===== src/rtl/down_timer_pkg.sv =====
// Shared types and helpers for the down_timer_ctrl sequencer.
//   state_e   : controller states (IDLE/RUN/PAUSE/DONE)
//   WIDTH_DEF : default counter width
//   presc_w() : prescaler register width for a given PRESCALE
package down_timer_pkg;

  localparam int unsigned WIDTH_DEF    = 4;
  localparam int unsigned PRESCALE_DEF = 1;

  typedef enum logic [1:0] {
    ST_IDLE  = 2'd0,
    ST_RUN   = 2'd1,
    ST_PAUSE = 2'd2,
    ST_DONE  = 2'd3
  } state_e;

  // Bits needed to hold prescaler values 0..PRESCALE
  function automatic int unsigned presc_w(input int unsigned prescale);
    return $clog2(prescale + 1);
  endfunction

endpackage


===== src/rtl/down_counter_core.sv =====
// Synchronous loadable down counter; load has priority over dec.
// Ports:
//   clk, res       : clock, async active-low reset
//   load, load_val : synchronous load of a new value
//   dec            : decrement by one (caller never decrements past zero)
//   q              : current value (registered)
//   zero           : registered q==0 flag, kept in step with q
module down_counter_core #(
  parameter int unsigned WIDTH = 4
) (
  input  logic             clk,
  input  logic             res,
  input  logic             load,
  input  logic [WIDTH-1:0] load_val,
  input  logic             dec,
  output logic [WIDTH-1:0] q,
  output logic             zero
);

  // zero is predicted from the value being written so it never lags q
  always_ff @(posedge clk or negedge res) begin
    if (!res) begin
      q    <= '0;
      zero <= 1'b1;
    end else if (load) begin
      q    <= load_val;
      zero <= (load_val == '0);
    end else if (dec) begin
      q    <= q - WIDTH'(1);
      zero <= (q == WIDTH'(1));
    end
  end

endmodule


===== src/rtl/down_timer_ctrl.sv =====
// Sequencer for a loadable down counter: config handshake, start, pause,
// abort, optional auto-reload and terminal-count events.
// Ports:
//   clk, res             : clock, async active-low reset
//   cfg_valid/cfg_ready  : config handshake (ready only in IDLE and DONE)
//   cfg_load, cfg_auto   : start/reload value and periodic-mode select
//   start, pause, abort  : run control (priority abort > cfg > start > pause)
//   count                : current counter value
//   busy                 : high in RUN or PAUSE
//   tc_pulse             : one-cycle pulse per terminal-count tick
//   done                 : sticky one-shot completion flag
module down_timer_ctrl
  import down_timer_pkg::*;
#(
  parameter int unsigned WIDTH    = WIDTH_DEF,
  parameter int unsigned PRESCALE = PRESCALE_DEF
) (
  input  logic             clk,
  input  logic             res,
  input  logic             cfg_valid,
  output logic             cfg_ready,
  input  logic [WIDTH-1:0] cfg_load,
  input  logic             cfg_auto,
  input  logic             start,
  input  logic             pause,
  input  logic             abort,
  output logic [WIDTH-1:0] count,
  output logic             busy,
  output logic             tc_pulse,
  output logic             done
);

  state_e             state_q, state_nxt;
  logic [WIDTH-1:0]   load_q, load_nxt;
  logic               auto_q, auto_nxt;
  logic               tc_q, tc_nxt;
  logic               done_q, done_nxt;
  logic               ready_q, ready_nxt;
  logic               busy_q, busy_nxt;

  logic               cnt_load;
  logic [WIDTH-1:0]   cnt_load_val;
  logic               cnt_dec;
  logic [WIDTH-1:0]   cnt_q;
  logic               cnt_zero;

  logic               presc_clr;
  logic               run_go;
  logic               presc_wrap;
  logic               cfg_hs;

  // Counter datapath
  down_counter_core #(.WIDTH(WIDTH)) u_core (
    .clk      (clk),
    .res      (res),
    .load     (cnt_load),
    .load_val (cnt_load_val),
    .dec      (cnt_dec),
    .q        (cnt_q),
    .zero     (cnt_zero)
  );

  // Prescaler: only built when ticks are slower than the clock
  if (PRESCALE > 1) begin : g_presc
    localparam int unsigned PRESC_W = presc_w(PRESCALE);
    logic [PRESC_W-1:0] presc_q;

    always_ff @(posedge clk or negedge res) begin
      if (!res) begin
        presc_q <= '0;
      end else if (presc_clr) begin
        presc_q <= '0;
      end else if (run_go) begin
        presc_q <= presc_wrap ? '0 : presc_q + PRESC_W'(1);
      end
    end

    assign presc_wrap = (presc_q == PRESC_W'(PRESCALE - 1));
  end else begin : g_no_presc
    logic presc_unused;
    assign presc_unused = presc_clr ^ run_go;
    assign presc_wrap   = 1'b1;
  end

  // Config is accepted in exactly the states where cfg_ready is high
  assign cfg_hs = cfg_valid && ((state_q == ST_IDLE) || (state_q == ST_DONE));

  // State and output registers
  always_ff @(posedge clk or negedge res) begin
    if (!res) begin
      state_q <= ST_IDLE;
      load_q  <= '0;
      auto_q  <= 1'b0;
      tc_q    <= 1'b0;
      done_q  <= 1'b0;
      ready_q <= 1'b1;
      busy_q  <= 1'b0;
    end else begin
      state_q <= state_nxt;
      load_q  <= load_nxt;
      auto_q  <= auto_nxt;
      tc_q    <= tc_nxt;
      done_q  <= done_nxt;
      ready_q <= ready_nxt;
      busy_q  <= busy_nxt;
    end
  end

  // Next-state and counter control
  always_comb begin
    state_nxt    = state_q;
    load_nxt     = load_q;
    auto_nxt     = auto_q;
    tc_nxt       = 1'b0;
    done_nxt     = done_q;
    cnt_load     = 1'b0;
    cnt_load_val = '0;
    cnt_dec      = 1'b0;
    presc_clr    = 1'b0;
    run_go       = 1'b0;

    if (abort) begin
      state_nxt = ST_IDLE;
      cnt_load  = 1'b1;
      presc_clr = 1'b1;
      done_nxt  = 1'b0;
    end else if (cfg_hs) begin
      state_nxt    = ST_IDLE;
      load_nxt     = cfg_load;
      auto_nxt     = cfg_auto;
      cnt_load     = 1'b1;
      cnt_load_val = cfg_load;
      done_nxt     = 1'b0;
    end else begin
      case (state_q)
        ST_IDLE, ST_DONE: begin
          if (start) begin
            state_nxt    = ST_RUN;
            cnt_load     = 1'b1;
            cnt_load_val = load_q;
            presc_clr    = 1'b1;
            done_nxt     = 1'b0;
          end
        end
        ST_RUN: begin
          if (pause) begin
            state_nxt = ST_PAUSE;
          end else begin
            run_go = 1'b1;
            if (presc_wrap) begin
              if (!cnt_zero) begin
                cnt_dec = 1'b1;
              end else begin
                // Terminal count: reload in periodic mode, else finish
                tc_nxt = 1'b1;
                if (auto_q) begin
                  cnt_load     = 1'b1;
                  cnt_load_val = load_q;
                end else begin
                  state_nxt = ST_DONE;
                  done_nxt  = 1'b1;
                end
              end
            end
          end
        end
        ST_PAUSE: begin
          if (!pause) begin
            state_nxt = ST_RUN;
          end
        end
        default: begin
          state_nxt = ST_IDLE;
        end
      endcase
    end

    ready_nxt = (state_nxt == ST_IDLE) || (state_nxt == ST_DONE);
    busy_nxt  = (state_nxt == ST_RUN) || (state_nxt == ST_PAUSE);
  end

  assign cfg_ready = ready_q;
  assign busy      = busy_q;
  assign tc_pulse  = tc_q;
  assign done      = done_q;
  assign count     = cnt_q;

endmodule


===== config.mk =====
export PLATFORM = sky130hd
export DESIGN_NAME = down_timer_ctrl
export DESIGN_NICKNAME = d
export VERILOG_FILES = /design/src/rtl/down_timer_pkg.sv /design/src/rtl/down_counter_core.sv /design/src/rtl/down_timer_ctrl.sv
export SDC_FILE = /design/constraint.sdc
export NUM_CORES = 1
export LEC_CHECK = 0
export BUFFER_PORTS_ARGS = -buffer_cell sky130_fd_sc_hd__buf_2
export CORE_MARGIN = 5
export CORE_UTILIZATION = 52
export DETAILED_ROUTE_END_ITERATION = 16
export GPL_TIMING_DRIVEN = 0
export PLACE_DENSITY_LB_ADDON = 0.08
export SLEW_MARGIN = 15
export SYNTH_ARGS = -nofsm -noshare
export SYNTH_HDL_FRONTEND = slang
export SYNTH_SLANG_ARGS = --single-unit
export TNS_END_PERCENT = 30

===== constraint.sdc =====
create_clock -name clk -period 4.69 [get_ports clk]
set_clock_uncertainty 0.1 [all_clocks]
set_input_delay 0.469 -clock clk [delete_from_list [all_inputs] [get_ports clk]]
set_output_delay 0.469 -clock clk [all_outputs]
set_load 0.02 [all_outputs]

* Word level (Yosys, flattened, before mapping)
Cells that the tools add are included.
Storage, ports and cells: bits in read-only memories 0, bits in latches 0, bits in registers 16, memory bits (writable) 0, input bits 11, memories 0
Operators by class: shifts and indexed selects 0, bitwise operators 1, $lt $le $gt $ge 0, $add $sub $neg 1, mux-type cells 43, reductions and logical operators 12, $mul 0, div/mod/pow operators 0, eq/ne operators 11
Operators by type and width (number):
- 4-bit two-way mux | 8
- 1-bit two-way mux | 24
- 2-bit two-way mux | 7
- 4-bit inequality test (second input constant) | 3
- 2-bit equality test (second input constant) | 4
- 4-bit one-hot mux with 2 select lines | 1
- 2-bit one-hot mux with 3 select lines | 1
- 5-bit AND reduction | 1
- 2-bit by 1-bit equality test with 1-bit output (second input constant) | 2
- 4-bit by 1-bit equality test with 1-bit output (second input constant) | 1
- 2-bit zero test | 2
- 4-bit zero test | 1
- 4-bit by 3-bit inequality test with 1-bit output (second input constant) | 1
- 1-bit one-hot mux with 2 select lines | 2
- 4-bit nonzero test | 1
- 4-bit by 1-bit subtractor with 4-bit output (second input constant) | 1
- 1-bit logical OR | 3
- 2-bit AND reduction | 1
- 2-bit nonzero test | 1
- 2-bit OR reduction | 1
- 1-bit logical AND | 1
- 1-bit NOT | 1

* Depth between registers and ports, before layout
Gate-level depths: netlist (run 1).
depth after elaboration 8, mapped depth 9, gate-level depth less buffers 7

* Hierarchy
Synthesis (run 1) repeated with hierarchy kept, for this count alone.
Unflattened totals: cells, all modules 99, area, all modules 1024.7 um2
By module, submodules not included:
- down_timer_ctrl | area an instance 726.9 um2, cells each 71, times used 1, sequential area each 276.5 um2
- down_counter_core | area an instance 297.8 um2, cells each 28, times used 1, sequential area each 126.4 um2

* Least setup slack after synthesis (run 1)
No wires, ideal clock.
path kind register -> register, start point register state_q[0], end point register u_core.q[3], setup slack 2595 ps, data arrival time 1877 ps, cell stages (with the launch flop) 10, data required time 4471 ps, buffers on the path 2, path through dfrtp_1 -> inv_1 -> ha_1 -> buf_2 -> and2_1 -> buf_2 -> nor4_4 -> nand2_1 -> xnor2_1 -> o21a_1
On the way: longest elaborated chain between the ends 6
Ends and longest elaborated chain:
- start, declared | line down_timer_ctrl.sv:33 | state_e state_q, state_nxt;
- start signal, assigned | line down_timer_ctrl.sv:99 | state_q <= state_nxt;
- 2-bit equality test or 2-bit zero test (tied branches) | line down_timer_ctrl.sv:86, down_timer_ctrl.sv:135
- 2-bit OR reduction or 1-bit logical OR (tied branches)
- 4-bit one-hot mux with 2 select lines (tied with other cells) | line down_timer_ctrl.sv:135 | case (state_q)
- 4-bit two-way mux or 1-bit two-way mux (tied branches) | line down_timer_ctrl.sv:127 | end else if (cfg_hs) begin
- 4-bit two-way mux or 1-bit two-way mux (tied branches) | line down_timer_ctrl.sv:122 | if (abort) begin
- 4-bit two-way mux or 2-bit nonzero test (tied branches)
- end signal, assigned | line down_counter_core.sv:26 | q <= load_val;
- end signal, assigned | line down_counter_core.sv:29 | q <= q - WIDTH'(1);
- end, declared | line down_counter_core.sv:16 | output logic [WIDTH-1:0] q,
Several ways; a longest one is shown, not always the timed one. A chain may end at the register's enable or synchronous reset.

* Final worst setup path (run 1)
Ends and elaborated chain as after synthesis.

==> results of run 1 <==
[final cells by class]
| cell class | instances | area [sq um] | area share |
|---|---|---|---|
| plain buffers | 3 | 15.0 | 0.0132 |
| well taps | 25 | 31.3 | 0.0275 |
| multi-input cells | 72 | 532 | 0.468 |
| inverters | 5 | 18.8 | 0.0165 |
| repair buffers | 19 | 100 | 0.0881 |
| clock buffers | 4 | 36.3 | 0.0319 |
| flip-flops and latches | 16 | 403 | 0.355 |
[kinds of logic (layout without fill, tap and decap cells)]
logic type,after synthesis,count (layout)
xor+xnor,3,3
simple gates,35,35
compound gates,21,21
mux,8,8
fa+ha+maj,5,5
buf+inv,8,31
flops,16,16
[synthesized netlist by cell type (all sizes together) (2+ instances only)]
master,instances,area share
nor2b,3,0.019
ha,5,0.065
mux2,7,0.085
dfstp,2,0.054
nand2,11,0.043
dfrtp,14,0.36
xnor2,2,0.018
a21oi,4,0.021
inv,5,0.019
o21a,3,0.023
nor4b,2,0.025
nor2,9,0.035
a211oi,3,0.023
nor3,5,0.026
buf,3,0.015
o21ai,6,0.035
[what timing repair did]
action	in CTS	in global routing
hold buffers	1	0
hold endpoints to repair	14	0
setup endpoints to repair	0	0
[worst paths after layout]
kind	end	cells after the start
max	u_core.q[3]	9
max in group asynchronous	cfg_ready	2
max reg2reg	u_core.q[3]	9
min reg2reg	load_q[0]	1
min in group asynchronous	state_q[1]	2
min	auto_q	2
[power by group]
group / switching [mW] / internal [mW] / leakage (nW) / total [mW]
Sequential: 0.0122 / 0.154 / 0.201 / 0.166
Combinational: 0.0398 / 0.0310 / 0.279 / 0.0708
Clock: 0.0459 / 0.0473 / 0.0210 / 0.0932
Total: 0.0979 / 0.232 / 0.500 / 0.330
[worst reg2reg max path, stage by stage (launching register included)]
cell and delay [ns]:
dfrtp_1 0.43, inv_1 0.08, ha_1 0.28, buf_2 0.17, and2_1 0.14, buf_2 0.18
nor4_4 0.38, nand2_1 0.12, xnor2_1 0.15, o21a_1 0.17
[routing by layer]
layer | GRT usage | up-vias
li1 | - | 388
met1 | 0.201 | 348
met2 | 0.269 | 13
met3 | 0.0394 | 4
met4 | 0.0979 | 0
met5 | 0 | -
[through the flow]
stage	hold slack [ns]	setup slack (ns)	area (sq um)	power (mW)	instances
6_report	0.293	2.40	1140	0.330	144
4_1_cts	0.283	2.37	1140	0.334	144
3_5_place_dp	0.306	2.40	1090	0.239	139
3_3_place_gp	0.305	2.43	1090	0.237	139
5_1_grt	0.297	2.22	1140	0.350	144
2_1_floorplan	0.0734	2.59	968	0.215	96
[state kept, by name, summed over array words and instances (netlist names)]
signal,flops
cfg_ready,1
done,1
load_q,4
busy,1
u_core.q,4
u_core.zero,1
tc_pulse,1
state_q,2
auto_q,1
==> impl_metrics.tcl, run 1 <==
set metrics [dict create \
    status "complete, no violations" \
    antenna_left 0 \
    synthMuxAreaShare 0.0956 \
    crit_fanout 9 \
    utilization 0.651 \
    synth_xor_area_frac 0.0271 \
    cts_htree_levels 1 \
    crit_start "state_q[0]" \
    worstHoldPathType "input port to flip-flop" \
    slowest_delay_ns 0.43 \
    port_buffers 18 \
    crit_arrival_ns 2.39 \
    maxCapViolations 0 \
    synth.avg_cell_area_sq_um 10.1 \
    finalCritPeriodShare 0.489 \
    drive_gt1_frac 0.277 \
    worst_pin_slew_ns 0.558 \
    start_util 0.555 \
    synthAdderAreaFrac 0.0646 \
    row_count 15 \
    wire_per_inst_microns 13.4 \
    ys_seq_elements 16 \
    regToRegSetupSlack_ns 2.40 \
    dr.first_iter.drc_count 14 \
    wl_met1_microns 891 \
    cp.required_ns 4.78 \
    clk_latency_ns 0.29 \
    die_x_microns 53.2 \
    antennaDiodeCount 0 \
    clk_pin_slew_ns 0.10 \
    crit_buf_inv 3 \
    core_area_sq_mm 0.00175 \
    cts-buffers-inserted 3 \
    cp_common_cell "buf_2" \
    period_needed_ns 2.29 \
    endpoint_kind "flip-flop" \
    cts.sinks 16 \
    clk_path_buf_depth 2 \
    post_cts_resized 0 \
    routed-wl-met3_microns 77 \
    die_h_microns 53.2 \
    finalSetupViolations 0 \
    critical_path_class "flip-flop to flip-flop" \
    hold_viol 0 \
    pwr_density_cell_mw_per_mm2 290 \
    gp_congestion 0.817 \
    yosysUniqueCellTypes 33 \
    vias 753 \
    hold_start "cfg_auto" \
    final_nets 136 \
    yosysSeqAreaShare 0.416 \
    antenna_found_initial 0 \
    critPathSlowestCell "dfrtp_1" \
    track_usage 0.167 \
    finalMaxSlewViolations 0 \
    routed_wl_microns 1930 \
    drc 0 \
    grt-ovfl-total 0 \
    routed-wl-met2_microns 929 \
    post-cts-setup-buffer-count 0 \
    highest_layer "met4" \
    num-fill-cells 150 \
    synth-compound-area-share 0.163 \
    syn2layout_area_growth_pct 17.3 \
    dr.pass1.iters 4 \
    p_leak_nw 0.500 \
    start_kind "flip-flop" \
    rsz0062_at_grt "false" \
    ios 19 \
    grt_max_degree 17 \
    ys.flop_type "dfrtp_1" \
    synth.net_count 112 \
    vdd_drop_max_mv 0.236 \
    ys.warnings.count 0 \
    netlist_area_sq_um 968 \
    async_flop_share 1.00 \
    hpwlAfterDp_microns 1450 \
    max_freq_mhz 436 \
    tritoncts "done" \
    synthSimpleGateAreaFrac 0.199 \
    synth_edf_count 0 \
    critPathTopFamily "simple AND/OR/NAND/NOR gates" \
    die-area_sq_mm 0.00283 \
    synth_top_family_by_area "simple AND/OR/NAND/NOR gates" \
    final_common_cell "buf_2" \
    root_buffer "clkbuf_4" \
    grt_first_pass_wirelength_microns 3350 \
    path_cells "inv_1 > ha_1 > buf_2 > and2_1 > buf_2 > nor4_4 > nand2_1 > xnor2_1 > o21a_1" \
    maxSlewHeadroom 0.627 \
    grt_pass1_vias 749 \
    detail_route.vias_per_cell 5.23 \
    tns_ns 0 \
    syn_inst 96 \
    mostFrequentLayoutCells "21 x buf_2, 14 x dfrtp_1, 11 x nand2_1, 9 x nor2_1" \
    reg2reg_from "state_q[0]" \
]
Power figures use the tool's default switching activity.
==> run 2: changes to the inputs <==
Settings changed: CORE_UTILIZATION 52 to 48.
Clock period 4.69 ns to 2 ns, I/O delays scaled along.
==> run 2 against run 1 <==
Compared with the run above: the run now ends with negative setup slack left; non-clock buffer count up 12; utilization up 1.1 points; critical path depth unchanged; cell count up 9.7%; routed wire length up 3.7%; register-to-register slack worse by 2.4 ns; fmax up 12%; flip-flop and latch count unchanged; global-route usage down 1.5 points; first-iteration DRC count down 71%; clock power up 130%; via count up 6.5%.
==> impl_metrics.tcl, run 2 (same netlist as run 1, synthesis figures left out) <==
set metrics [dict create \
    routed-wl-met2_microns 924 \
    routed-wl-met3_microns 88 \
    maxSlewHeadroom 0.718 \
    antenna_found_initial 0 \
    crit_fanout 5 \
    endpoint_kind "flip-flop" \
    dr.pass1.iters 4 \
    start_util 0.499 \
    dr.first_iter.drc_count 4 \
    grt-ovfl-total 0 \
    vias 802 \
    crit_arrival_ns 2.13 \
    row_count 16 \
    maxCapViolations 0 \
    stdcell_count 158 \
    clk_path_buf_depth 2 \
    pwr_density_cell_mw_per_mm2 618 \
    dp_cells 141 \
    detail_route.vias_per_cell 5.08 \
    final_nets 148 \
    final_common_cell "buf_2" \
    period_needed_ns 2.05 \
    syn2layout_area_growth_pct 32.8 \
    mostFrequentLayoutCells "19 x buf_2, 14 x dfrtp_1, 12 x buf_4, 11 x nand2_1, 8 x nor2_1" \
    routed_wl_microns 2000 \
    clk_latency_ns 0.28 \
    holdWs_ns 0.0222 \
    antenna_left 0 \
    p_clk_frac 0.269 \
    reg_top3 "load_q x4, u_core.q x4, state_q x2" \
    highest_layer "met4" \
    drc 0 \
    status "complete, but fails checks" \
    utilization 0.662 \
    ios 19 \
    fin_ws_ns -0.0469 \
    finalSetupViolations 1 \
    wire_per_inst_microns 12.6 \
    worst_pin_slew_ns 0.420 \
    die_h_microns 54.9 \
    power_frac_comb 0.242 \
    critical_path_class "flip-flop to flip-flop" \
    p_int_mw 0.563 \
    grt_max_degree 17 \
    die_x_microns 54.9 \
    hold_viol 0 \
    grt_pass1_vias 778 \
    num-fill-cells 158 \
    grt_first_pass_wirelength_microns 3210 \
    tritoncts "done" \
    vdd_drop_max_mv 0.533 \
    p_switching_mw 0.232 \
    finalCritPeriodShare 1.02 \
    drive_gt1_frac 0.405 \
    gp_congestion 0.725 \
    core_area_sq_mm 0.00194 \
    seqPwrFrac 0.490 \
    root_buffer "clkbuf_4" \
    cts.sinks 16 \
    cp.required_ns 2.08 \
    worstHoldPathType "input port to flip-flop" \
    rsz0062_at_grt "true" \
    track_usage 0.152 \
    hpwlAfterDp_microns 1480 \
    cts_htree_levels 1 \
    max_freq_mhz 489 \
    start_kind "flip-flop" \
    port_buffers 18 \
    antennaDiodeCount 0 \
    die-area_sq_mm 0.00302 \
    violations "negative setup slack" \
    power_mw 0.795 \
    finalMaxSlewViolations 0 \
    wl_met1_microns 953 \
    cts-buffers-inserted 3 \
    swShare 0.292 \
    clk_pin_slew_ns 0.10 \
    p_leak_nw 0.575 \
]
==> run 2: cell types whose count changed in the layout (fill, tap and decap cells not counted), sizes merged <==
cell  previous run  this run
buf             21        33
==> run 2: final timing paths <==
kind,slack (ns),endpoint,start,depth (start not counted)
max in group asynchronous,1.24,u_core.zero,res,2
min in group asynchronous,0.25,done,res,2
worst max-delay path,-0.05,busy,state_q[0],9
worst min-delay path,0.02,auto_q,cfg_auto,2
worst max register to register,-0.05,busy,state_q[0],9
worst min register to register,0.40,load_q[3],load_q[3],1
==> run 2: metrics by stage <==
step / setup slack (ns) / setup TNS (ns) / area (sq um)
3_3_place_gp: -0.175 / -0.567 / 1110
6_report: -0.0469 / -0.0469 / 1290
2_1_floorplan: -0.0713 / -0.113 / 983
4_1_cts: 0.00641 / 0 / 1180
3_5_place_dp: -0.187 / -0.746 / 1110
5_1_grt: -0.138 / -0.253 / 1290
==> run 2: repair_timing <==
item,4_1_cts,5_1_grt
pin swaps,2,5
resized for setup,0,11
setup endpoints to repair,12,11
gates cloned,0,0
endpoints found under the hold margin,14,0
hold buffers,1,0
buffers inserted,4,9
==> run 2: power groups by stage <==
stage          clock network [mW]  logic (mW)  registers (mW)
2_1_floorplan                   0       0.105           0.403
3_3_place_gp                    0       0.167           0.394
3_5_place_dp                    0       0.171           0.395
4_1_cts                     0.219       0.176           0.389
5_1_grt                     0.235       0.213           0.394
6_report                    0.213       0.192           0.389
==> run 2: final cells by class <==
| class | instances | area, sq um | share of cell area |
|---|---|---|---|
| Buffer | 2 | 16.3 | 0.0126 |
| Clock buffer | 4 | 36.3 | 0.0282 |
| Inverter | 5 | 18.8 | 0.0146 |
| Multi-Input combinational cell | 72 | 577 | 0.448 |
| Sequential cell | 16 | 403 | 0.313 |
| Tap cell | 27 | 33.8 | 0.0263 |
| Timing Repair Buffer | 32 | 201 | 0.157 |
==> run 2: worst max-delay path, stage by stage, from the launching register on <==
cell and delay (ns):
dfrtp_1 0.40, inv_2 0.08, ha_4 0.19, buf_6 0.12, buf_6 0.12, nor2b_4 0.10, o21ai_2 0.07, a2111oi_4 0.39
nor2_1 0.11, mux2_4 0.26
==> run 2: routing by layer <==
layer / vias up / track usage
met2: 21 / 0.248
li1: 412 / -
met3: 4 / 0.0349
met4: 0 / 0.0607
met5: - / 0
met1: 365 / 0.193
